<file path="src/rtl/addbit_serial_n_if.sv">
// Operand/result handshake bundle for the digit-serial adder.
// master drives operands and result acceptance; slave is the adder.
interface addbit_serial_n_if #(
    parameter int WIDTH = 8
);
    logic             in_valid;
    logic             in_ready;
    logic [WIDTH-1:0] a;
    logic [WIDTH-1:0] b;
    logic             ci;
    logic             sub;
    logic             out_valid;
    logic             out_ready;
    logic [WIDTH-1:0] sum;
    logic             co;
    logic             ovf;

    modport master (
        output in_valid, a, b, ci, sub, out_ready,
        input  in_ready, out_valid, sum, co, ovf
    );

    modport slave (
        input  in_valid, a, b, ci, sub, out_ready,
        output in_ready, out_valid, sum, co, ovf
    );
endinterface

</file>
<file path="src/rtl/addbit_serial_n.sv">
// Digit-serial add/subtract, DIGIT bits per cycle, LSB slice first.
// Result valid WIDTH/DIGIT cycles after accept; holds in DONE until out_ready, one op in flight.
module addbit_serial_n #(
    parameter int WIDTH = 8,
    parameter int DIGIT = 2
) (
    input  logic             clk,
    input  logic             rst_n,
    addbit_serial_n_if.slave bus
);
    localparam int DSAFE = (DIGIT < 1) ? 1 : DIGIT;
    localparam int N     = WIDTH / DSAFE;
    localparam int CW    = (N > 1) ? $clog2(N) : 1;

    generate
        if (WIDTH < 1 || DIGIT < 1 || (WIDTH % DSAFE) != 0) begin : g_bad_param
            $error("addbit_serial_n: WIDTH must be >= 1 and a multiple of DIGIT");
        end
    endgenerate

    typedef enum logic [1:0] {
        IDLE,
        RUN,
        DONE
    } state_t;

    state_t           state;
    state_t           state_nxt;
    logic [WIDTH-1:0] a_q;
    logic [WIDTH-1:0] b_q;
    logic [WIDTH-1:0] sum_q;
    logic             carry_q;
    logic             co_q;
    logic             ovf_q;
    logic [CW-1:0]    cnt_q;

    logic             accept;
    logic             last;
    logic [DIGIT-1:0] a_sl;
    logic [DIGIT-1:0] b_sl;
    logic [DIGIT:0]   sl_sum;
    logic [DIGIT-1:0] s_sl;
    logic             c_sl;
    logic             cin_msb;
    logic [WIDTH+DIGIT-1:0] sum_cat;

    assign accept = bus.in_valid && (state == IDLE);
    assign last   = (cnt_q == CW'(N - 1));

    always_ff @(posedge clk) begin
        if (!rst_n) begin
            state <= IDLE;
        end else begin
            state <= state_nxt;
        end
    end

    always_comb begin
        state_nxt     = state;
        bus.in_ready  = 1'b0;
        bus.out_valid = 1'b0;
        case (state)
            IDLE: begin
                bus.in_ready = 1'b1;
                if (bus.in_valid) state_nxt = RUN;
            end
            RUN: begin
                if (last) state_nxt = DONE;
            end
            DONE: begin
                bus.out_valid = 1'b1;
                if (bus.out_ready) state_nxt = IDLE;
            end
            default: state_nxt = IDLE;
        endcase
    end

    // Slice adder; carry into the top bit is recovered from the sum bit so ovf needs no extra adder.
    always_comb begin
        a_sl    = a_q[DIGIT-1:0];
        b_sl    = b_q[DIGIT-1:0];
        sl_sum  = {1'b0, a_sl} + {1'b0, b_sl} + {{DIGIT{1'b0}}, carry_q};
        s_sl    = sl_sum[DIGIT-1:0];
        c_sl    = sl_sum[DIGIT];
        cin_msb = s_sl[DIGIT-1] ^ a_sl[DIGIT-1] ^ b_sl[DIGIT-1];
        sum_cat = {s_sl, sum_q} >> DIGIT;
    end

    always_ff @(posedge clk) begin
        if (!rst_n) begin
            a_q     <= '0;
            b_q     <= '0;
            sum_q   <= '0;
            carry_q <= 1'b0;
            co_q    <= 1'b0;
            ovf_q   <= 1'b0;
            cnt_q   <= '0;
        end else if (accept) begin
            a_q     <= bus.a;
            b_q     <= bus.sub ? ~bus.b : bus.b;
            carry_q <= bus.sub ? ~bus.ci : bus.ci;
            cnt_q   <= '0;
        end else if (state == RUN) begin
            // Operands shift down, result shifts in from the top: after N slices sum is fully formed.
            a_q     <= a_q >> DIGIT;
            b_q     <= b_q >> DIGIT;
            sum_q   <= sum_cat[WIDTH-1:0];
            carry_q <= c_sl;
            cnt_q   <= cnt_q + 1'b1;
            if (last) begin
                co_q  <= c_sl;
                ovf_q <= c_sl ^ cin_msb;
            end
        end
    end

    assign bus.sum = sum_q;
    assign bus.co  = co_q;
    assign bus.ovf = ovf_q;
endmodule

</file>
<file path="src/flat_wrapper.sv">
// flat-port wrapper written by rule: the top's interface ports become plain ports
module addbit_serial_n_flat 
#(
    parameter int WIDTH = 8,
    parameter int DIGIT = 2
)
  (clk, rst_n, bus_in_valid, bus_a, bus_b, bus_ci, bus_sub, bus_out_ready, bus_in_ready, bus_out_valid, bus_sum, bus_co, bus_ovf);
  addbit_serial_n_if #(.WIDTH(WIDTH)) bus_i ();
  input  logic clk;
  input  logic rst_n;
  input wire logic [$bits(bus_i.in_valid)-1:0] bus_in_valid;
  input wire logic [$bits(bus_i.a)-1:0] bus_a;
  input wire logic [$bits(bus_i.b)-1:0] bus_b;
  input wire logic [$bits(bus_i.ci)-1:0] bus_ci;
  input wire logic [$bits(bus_i.sub)-1:0] bus_sub;
  input wire logic [$bits(bus_i.out_ready)-1:0] bus_out_ready;
  output wire logic [$bits(bus_i.in_ready)-1:0] bus_in_ready;
  output wire logic [$bits(bus_i.out_valid)-1:0] bus_out_valid;
  output wire logic [$bits(bus_i.sum)-1:0] bus_sum;
  output wire logic [$bits(bus_i.co)-1:0] bus_co;
  output wire logic [$bits(bus_i.ovf)-1:0] bus_ovf;
  assign bus_i.in_valid = bus_in_valid;
  assign bus_i.a = bus_a;
  assign bus_i.b = bus_b;
  assign bus_i.ci = bus_ci;
  assign bus_i.sub = bus_sub;
  assign bus_i.out_ready = bus_out_ready;
  assign bus_in_ready = bus_i.in_ready;
  assign bus_out_valid = bus_i.out_valid;
  assign bus_sum = bus_i.sum;
  assign bus_co = bus_i.co;
  assign bus_ovf = bus_i.ovf;
  addbit_serial_n #(.WIDTH(WIDTH), .DIGIT(DIGIT)) u_core (.clk(clk), .rst_n(rst_n), .bus(bus_i));
endmodule
</file>
<file path="config.mk">
export PLATFORM = sky130hd
export DESIGN_NAME = addbit_serial_n_flat
export DESIGN_NICKNAME = d
export VERILOG_FILES = /design/src/rtl/addbit_serial_n_if.sv /design/src/rtl/addbit_serial_n.sv /design/src/flat_wrapper.sv
export SDC_FILE = /design/constraint.sdc
export NUM_CORES = 1
export LEC_CHECK = 0
export CELL_PAD_IN_SITES_DETAIL_PLACEMENT = 0
export CELL_PAD_IN_SITES_GLOBAL_PLACEMENT = 1
export CORE_MARGIN = 4
export CORE_UTILIZATION = 39
export DETAILED_ROUTE_END_ITERATION = 6
export PLACE_DENSITY_LB_ADDON = 0.1
export SETUP_SLACK_MARGIN = 0.4
export SLEW_MARGIN = 30
export SYNTH_ARGS = -nofsm -noshare
export SYNTH_HDL_FRONTEND = slang
export SYNTH_SLANG_ARGS = --single-unit
</file>
<file path="constraint.sdc">
create_clock -name clk -period 3.27 [get_ports clk]
set_input_delay 0.654 -clock clk [delete_from_list [all_inputs] [get_ports clk]]
set_output_delay 0.654 -clock clk [all_outputs]
set_load 0.02 [all_outputs]
</file>
==> results of run 1 <==
[per-layer routing]
| metal | routed length, um | GRT usage (%) | vias to the layer above |
|---|---|---|---|
| met5 | 0 | 0 | - |
| met4 | 33 | 4.56 | 0 |
| met3 | 195 | 5.51 | 4 |
| met2 | 1590 | 25.3 | 35 |
| met1 | 1570 | 19.0 | 570 |
| li1 | - | - | 627 |
[stage by stage]
stage                     instances  hold WS (ns)
after global placement          239         0.442
after CTS                       247         0.466
after global routing            247         0.497
after detailed placement        239         0.457
final                           247         0.459
after floorplan                 167         0.438
[cells in the final DEF, fill, tap and decap left out, types with 3 or more instances in the layout]
cell type / Yosys / routed
nor2b_1: 3 / 3
dfxtp_1: 31 / 31
a211oi_1: 3 / 3
a32o_1: 7 / 7
a21oi_1: 10 / 10
clkdlybuf4s50_1: 0 / 33
xnor2_1: 13 / 13
nand2_1: 30 / 30
inv_1: 7 / 7
nor2_1: 18 / 18
clkbuf_8: 0 / 5
a311oi_2: 4 / 4
o21ai_0: 7 / 7
[cell families (layout without fill, tap and decap cells)]
kind of cell	after synthesis	in the layout	share of synthesized area, %
compound gates	42	42	22.2
xor+xnor	13	13	7.77
fa+ha+maj	3	3	3.59
buf+inv	19	51	6.40
flops	31	31	42.4
simple gates	59	59	17.7
[report_power, final]
group	leakage (uW)	internal [uW]	switching (uW)	total, uW
clock network	0.0000412	148	145	293
registers	0.000254	401	19.9	421
logic	0.000374	82.1	75.3	157
total	0.000669	632	240	871
[registers in the layout, indices dropped and copies added (netlist names)]
name,cells
u_core.bus.sum,8
u_core.carry_q,1
u_core.cnt_q,2
u_core.a_q,8
u_core.bus.co,1
u_core.b_q,8
u_core.state,2
u_core.bus.ovf,1
[worst max-delay path, delay by kind of cell, from the launching register on]
family / cells / cell delay (ns)
simple gates: 1 / 0.22
buf+inv: 1 / 0.63
flops: 1 / 0.57
[path summary, 6_finish.rpt]
| kind | endpoint | slack [ns] | cells after the start | start |
|---|---|---|---|---|
| max reg2reg | u_core.bus.ovf$_SDFFE_PN0P_ | 1.44 | 6 | u_core.carry_q$_SDFFE_PN0P_ |
| max | bus_out_valid | 0.91 | 2 | u_core.state[1]$_SDFFE_PN0P_ |
| min reg2reg | u_core.bus.sum[0]$_SDFFE_PN0P_ | 0.46 | 2 | u_core.bus.sum[0]$_SDFFE_PN0P_ |
| min | u_core.bus.sum[0]$_SDFFE_PN0P_ | 0.46 | 2 | u_core.bus.sum[0]$_SDFFE_PN0P_ |
[synthesized netlist by cell type (all sizes together), types with 2 or more instances]
master and count:
buf 9, dfxtp 31, o21ai 9, o221a 2, a211oi 3, a21oi 10, nand2 30, clkbuf 2
fa 2, nand2b 2, a32o 7, and3b 2, xnor2 13, and3 2, nor2 18, inv 8
a311oi 4, o21a 2, a2bb2oi 2, nor2b 3
[final cells by class]
type / instances / area, sq um / share of cell area (%)
flip-flops and latches: 31 / 621 / 32.8
clock buffers: 6 / 72.6 / 3.84
repair buffers: 35 / 345 / 18.3
clock inverters: 2 / 12.5 / 0.661
well taps: 48 / 60.1 / 3.17
inverters: 8 / 30.0 / 1.59
multi-input cells: 117 / 751 / 39.7
==> results.toml, run 1 <==
[pwr]
p_leak_uw = 0.000669
ir_drop_v = 0.000250
power_uw = 871
p_per_area_nw_per_um2 = 460

[detailed_routing]
via_count = 1236
drtIter0Drc = 40
routed_wl_um = 3390
first_pass_iters = 4
vias_per_cell = 5.00
antenna_left = 0
drc_errors = 0
avgRoutedWirePerCell_um = 13.7

[clock_tree]
cts_made_buffers = 5
postCtsSetupBuffers = 0
clock-sinks = 31
cts_tree = "built"
holdBufCountCts = 0
root_buffer = "clkbuf_8"
ctsResizeCount = 0
clockBufferDepth = 2
cts.clk_slew.worst_paths_ns = 0.06
cts_max_level = 2
clk_latency_ns = 0.28

[cells_and_area]
fin_util_pct = 52.1
syn2layout_area_growth_pct = 29.1
layout-drive-gt1-share_pct = 8.54
finalInstanceArea_sq_um = 1890
antenna_cells = 0
nets = 223
fillers = 364

[critical_path]
critPathKind = "reg -> out"
critical_path.max_fanout = 13
cpPeakStageDelay_ns = 0.63
cp.required_ns = 2.62
worstPathArrival_ns = 1.70
cp-start-kind = "flip-flop"
slowest_stage = "clkdlybuf4s50_1"
worstPathCellList = "nor2b_1, clkdlybuf4s50_1"
endpoint_kind = "primary output"

[timing]
layout_setup_ws_ns = 0.911
final.setup.tns_ns = 0
period_minus_slack_ns = 2.36
rsz0062_at_grt = "no"
drv_slew = 0
slew_headroom_pct = 55.1
clock_skew_ns = 0.00495
tightestPinTransition_ns = 0.673
finalSetupViolCount = 0
hold_viol_final = 0
period_share_pct = 72.1
fmax_ghz = 0.424

[logic_synthesis]
synthFlopType = "dfxtp_1"
synthTopCellsByArea = "dfxtp_1 (42%), xnor2_1 (7.8%), nand2_1 (7.7%), a32o_1 (4.8%), nor2_1 (4.6%)"
syn_area_per_cell_sq_um = 8.77
synth-seq-cells = 31
synth_cells = 167
syn-cell-area_sq_um = 1470
synth_edf_count = 0
yosys_warnings = 0
yosysTopAreaCell = "dfxtp_1"
synthDistinctLibCells = 30
seq_area_frac_synth_pct = 42.4
synth_top_area_share_pct = 42.4
async_flop_share_pct = 0
synth_fp_nets = 192

[floorplanning]
start_util_pct = 40.3
row_count = 22
dieArea_sq_um = 4800
dieWidth_um = 69.3
fp.dieH_um = 69.3
io_pins = 34
core_sq_um = 3630

[run]
cap_violations = 0

[global_routing]
grt_max_degree = 19
track_usage_pct = 15.5
grt.overflow.total = 0
antenna_found_initial = 0
first_global_vias = 1285
grt_pass1_wl_um = 6000

[place]
dpl_worst_slack_ns = 0.961
placed_area_sq_um = 1810
gp_congestion = 0.784
place.detailed.hpwl_um = 2390
io_buffers = 33

[run_status]
status = "complete, no violations"

[min_path]
hp-class = "reg -> reg"
No activity file was read; power rests on OpenSTA's default activity.
==> run 2, diff against run 1 <==
--- a/config.mk
+++ b/config.mk
@@ -8,7 +8,7 @@
 export CELL_PAD_IN_SITES_DETAIL_PLACEMENT = 0
 export CELL_PAD_IN_SITES_GLOBAL_PLACEMENT = 1
 export CORE_MARGIN = 4
-export CORE_UTILIZATION = 39
+export CORE_UTILIZATION = 33
 export DETAILED_ROUTE_END_ITERATION = 6
 export PLACE_DENSITY_LB_ADDON = 0.1
 export SETUP_SLACK_MARGIN = 0.4
==> constraint.sdc (replaced) <==
create_clock -name clk -period 2.15 [get_ports clk]
set_input_delay 0.43 -clock clk [delete_from_list [all_inputs] [get_ports clk]]
set_output_delay 0.43 -clock clk [all_outputs]
set_load 0.02 [all_outputs]
==> results.toml, run 2 (synthesized netlist as in run 1, its figures left out) <==
[critical_path]
critical_path.max_fanout = 2
critPathLaunch = "u_core.a_q[0]$_SDFFE_PN0P_"
crit_end = "u_core.bus.ovf$_SDFFE_PN0P_"
cp.required_ns = 2.32
critPathKind = "reg -> reg"
r2r-end = "u_core.bus.ovf$_SDFFE_PN0P_"
endpoint_kind = "flip-flop"
worstPathArrival_ns = 1.92
rr_startpoint = "u_core.a_q[0]$_SDFFE_PN0P_"
cp-start-kind = "flip-flop"
reg2reg_depth = 6
ff2ff_setup_slack_ns = 0.39

[global_routing]
track_usage_pct = 13.6
antenna_found_initial = 0
grt_pass1_wl_um = 5780
first_global_vias = 1305
grt.overflow.total = 0
grt_max_degree = 17

[cells_and_area]
final_common_cell = "clkdlybuf4s50_1"
nets = 231
finalNonFillerCells = 257
antenna_cells = 0
layout_common_cells = "clkdlybuf4s50_1 (31), nand2_1 (30), dfxtp_1 (28)"
fin_util_pct = 47.6
syn2layout_area_growth_pct = 34.5
layout-drive-gt1-share_pct = 16.4

[place]
io_buffers = 33
place.detailed.hpwl_um = 2590
placed_cells = 248
gp_congestion = 0.764

[detailed_routing]
routed_wl_um = 3470
drtIter0Drc = 34
via_count = 1279
drc_errors = 0
first_pass_iters = 4
antenna_left = 0
vias_per_cell = 4.98
avgRoutedWirePerCell_um = 13.5

[timing]
rsz0062_at_grt = "yes"
hold_viol_final = 0
slew_headroom_pct = 62.5
period_share_pct = 81.7
finalSetupViolCount = 0
clock_skew_ns = 0.00368
tightestPinTransition_ns = 0.560
final.setup.tns_ns = 0
fmax_ghz = 0.569
period_minus_slack_ns = 1.76
drv_slew = 0

[floorplanning]
start_util_pct = 35.4
core_sq_um = 4140
fp.dieH_um = 74.6
dieWidth_um = 74.6
row_count = 23
io_pins = 34
dieArea_sq_um = 5570

[run]
cap_violations = 0

[clock_tree]
cts_made_buffers = 5
cts.clk_slew.worst_paths_ns = 0.07
cts_max_level = 2
clock-sinks = 31
clk_latency_ns = 0.28
holdBufCountCts = 0
clockBufferDepth = 2
root_buffer = "clkbuf_8"
cts_tree = "built"

[pwr]
p_per_area_nw_per_um2 = 683
ir_drop_v = 0.000222
p_leak_uw = 0.000727

[min_path]
hp-class = "reg -> reg"

[run_status]
status = "complete, no violations"
## run 2: changes by cell type in the layout (fill, tap and decap cells not counted), sizes merged
cell and delta:
buf +8, clkbuf -1, clkdlybuf4s15 +1, clkdlybuf4s50 -2, clkinv +2, clkinvlp -1
dlygate4sd2 +1
## run 2: critical path, cell delays in order (launching register included)
cell and delay [ns]:
dfxtp_2 0.33, inv_2 0.04, fa_2 0.38, fa_2 0.57, xnor2_2 0.12, xnor2_1 0.13, a21oi_1 0.08
## run 2: what timing repair did
action                     in CTS  in global routing
setup endpoints to repair       3                  5
pin swaps                       5                  2
resized for setup               6                  5
gates cloned                    0                  0
buffers inserted                1                  0
## run 2: area by class of cell
class                           instances  area (sq um)
Clock buffer                            5          68.8
Clock inverter                          3          15.0
Fill cell                             427          2170
Inverter                                8          30.0
Multi-Input combinational cell        117           766
Sequential cell                        31           624
Tap cell                               50          62.6
Timing Repair Buffer                   43           404
## run 2: worst min-delay path by stage
stage                     cells after the start                            from  slack [ns]                        endpoint
after floorplan                               2    u_core.cnt_q[1]$_SDFFE_PP0N_        0.44    u_core.cnt_q[1]$_SDFFE_PP0N_
after global placement                        2    u_core.cnt_q[1]$_SDFFE_PP0N_        0.45    u_core.cnt_q[1]$_SDFFE_PP0N_
after detailed placement                      2  u_core.bus.sum[1]$_SDFFE_PN0P_        0.46  u_core.bus.sum[1]$_SDFFE_PN0P_
after CTS                                     2  u_core.bus.sum[1]$_SDFFE_PN0P_        0.47  u_core.bus.sum[1]$_SDFFE_PN0P_
after global routing                          2  u_core.bus.sum[0]$_SDFFE_PN0P_        0.49  u_core.bus.sum[0]$_SDFFE_PN0P_
final                                         2  u_core.bus.sum[1]$_SDFFE_PN0P_        0.46  u_core.bus.sum[1]$_SDFFE_PN0P_
## run 2: metal layers
layer  global-route usage (%)  up-vias  share of wire, %
li1                         -      647                 -
met4                     5.93        0               1.9
met3                     3.20        7               5.2
met1                     15.6      598                43
met5                        0        -                 0
met2                     24.2       27                50
## run 2: metrics by stage
| stage | hold slack (ns) | setup WS (ns) | power, uW | instance area, sq um |
|---|---|---|---|---|
| floorplan | 0.438 | 0.405 | 809 | 1470 |
| global placement | 0.445 | 0.302 | 900 | 1860 |
| detailed placement | 0.457 | 0.281 | 907 | 1860 |
| CTS | 0.466 | 0.358 | 1360 | 1960 |
| global route | 0.486 | 0.297 | 1420 | 1970 |
| finish | 0.459 | 0.392 | 1350 | 1970 |
## run 2: power breakdown
| group | total [uW] | internal [uW] | switching (uW) | leakage [uW] |
|---|---|---|---|---|
| Sequential | 637 | 611 | 26.5 | 0.000255 |
| Clock | 439 | 221 | 218 | 0.0000477 |
| Combinational | 270 | 145 | 124 | 0.000425 |
| Total | 1350 | 977 | 369 | 0.000727 |
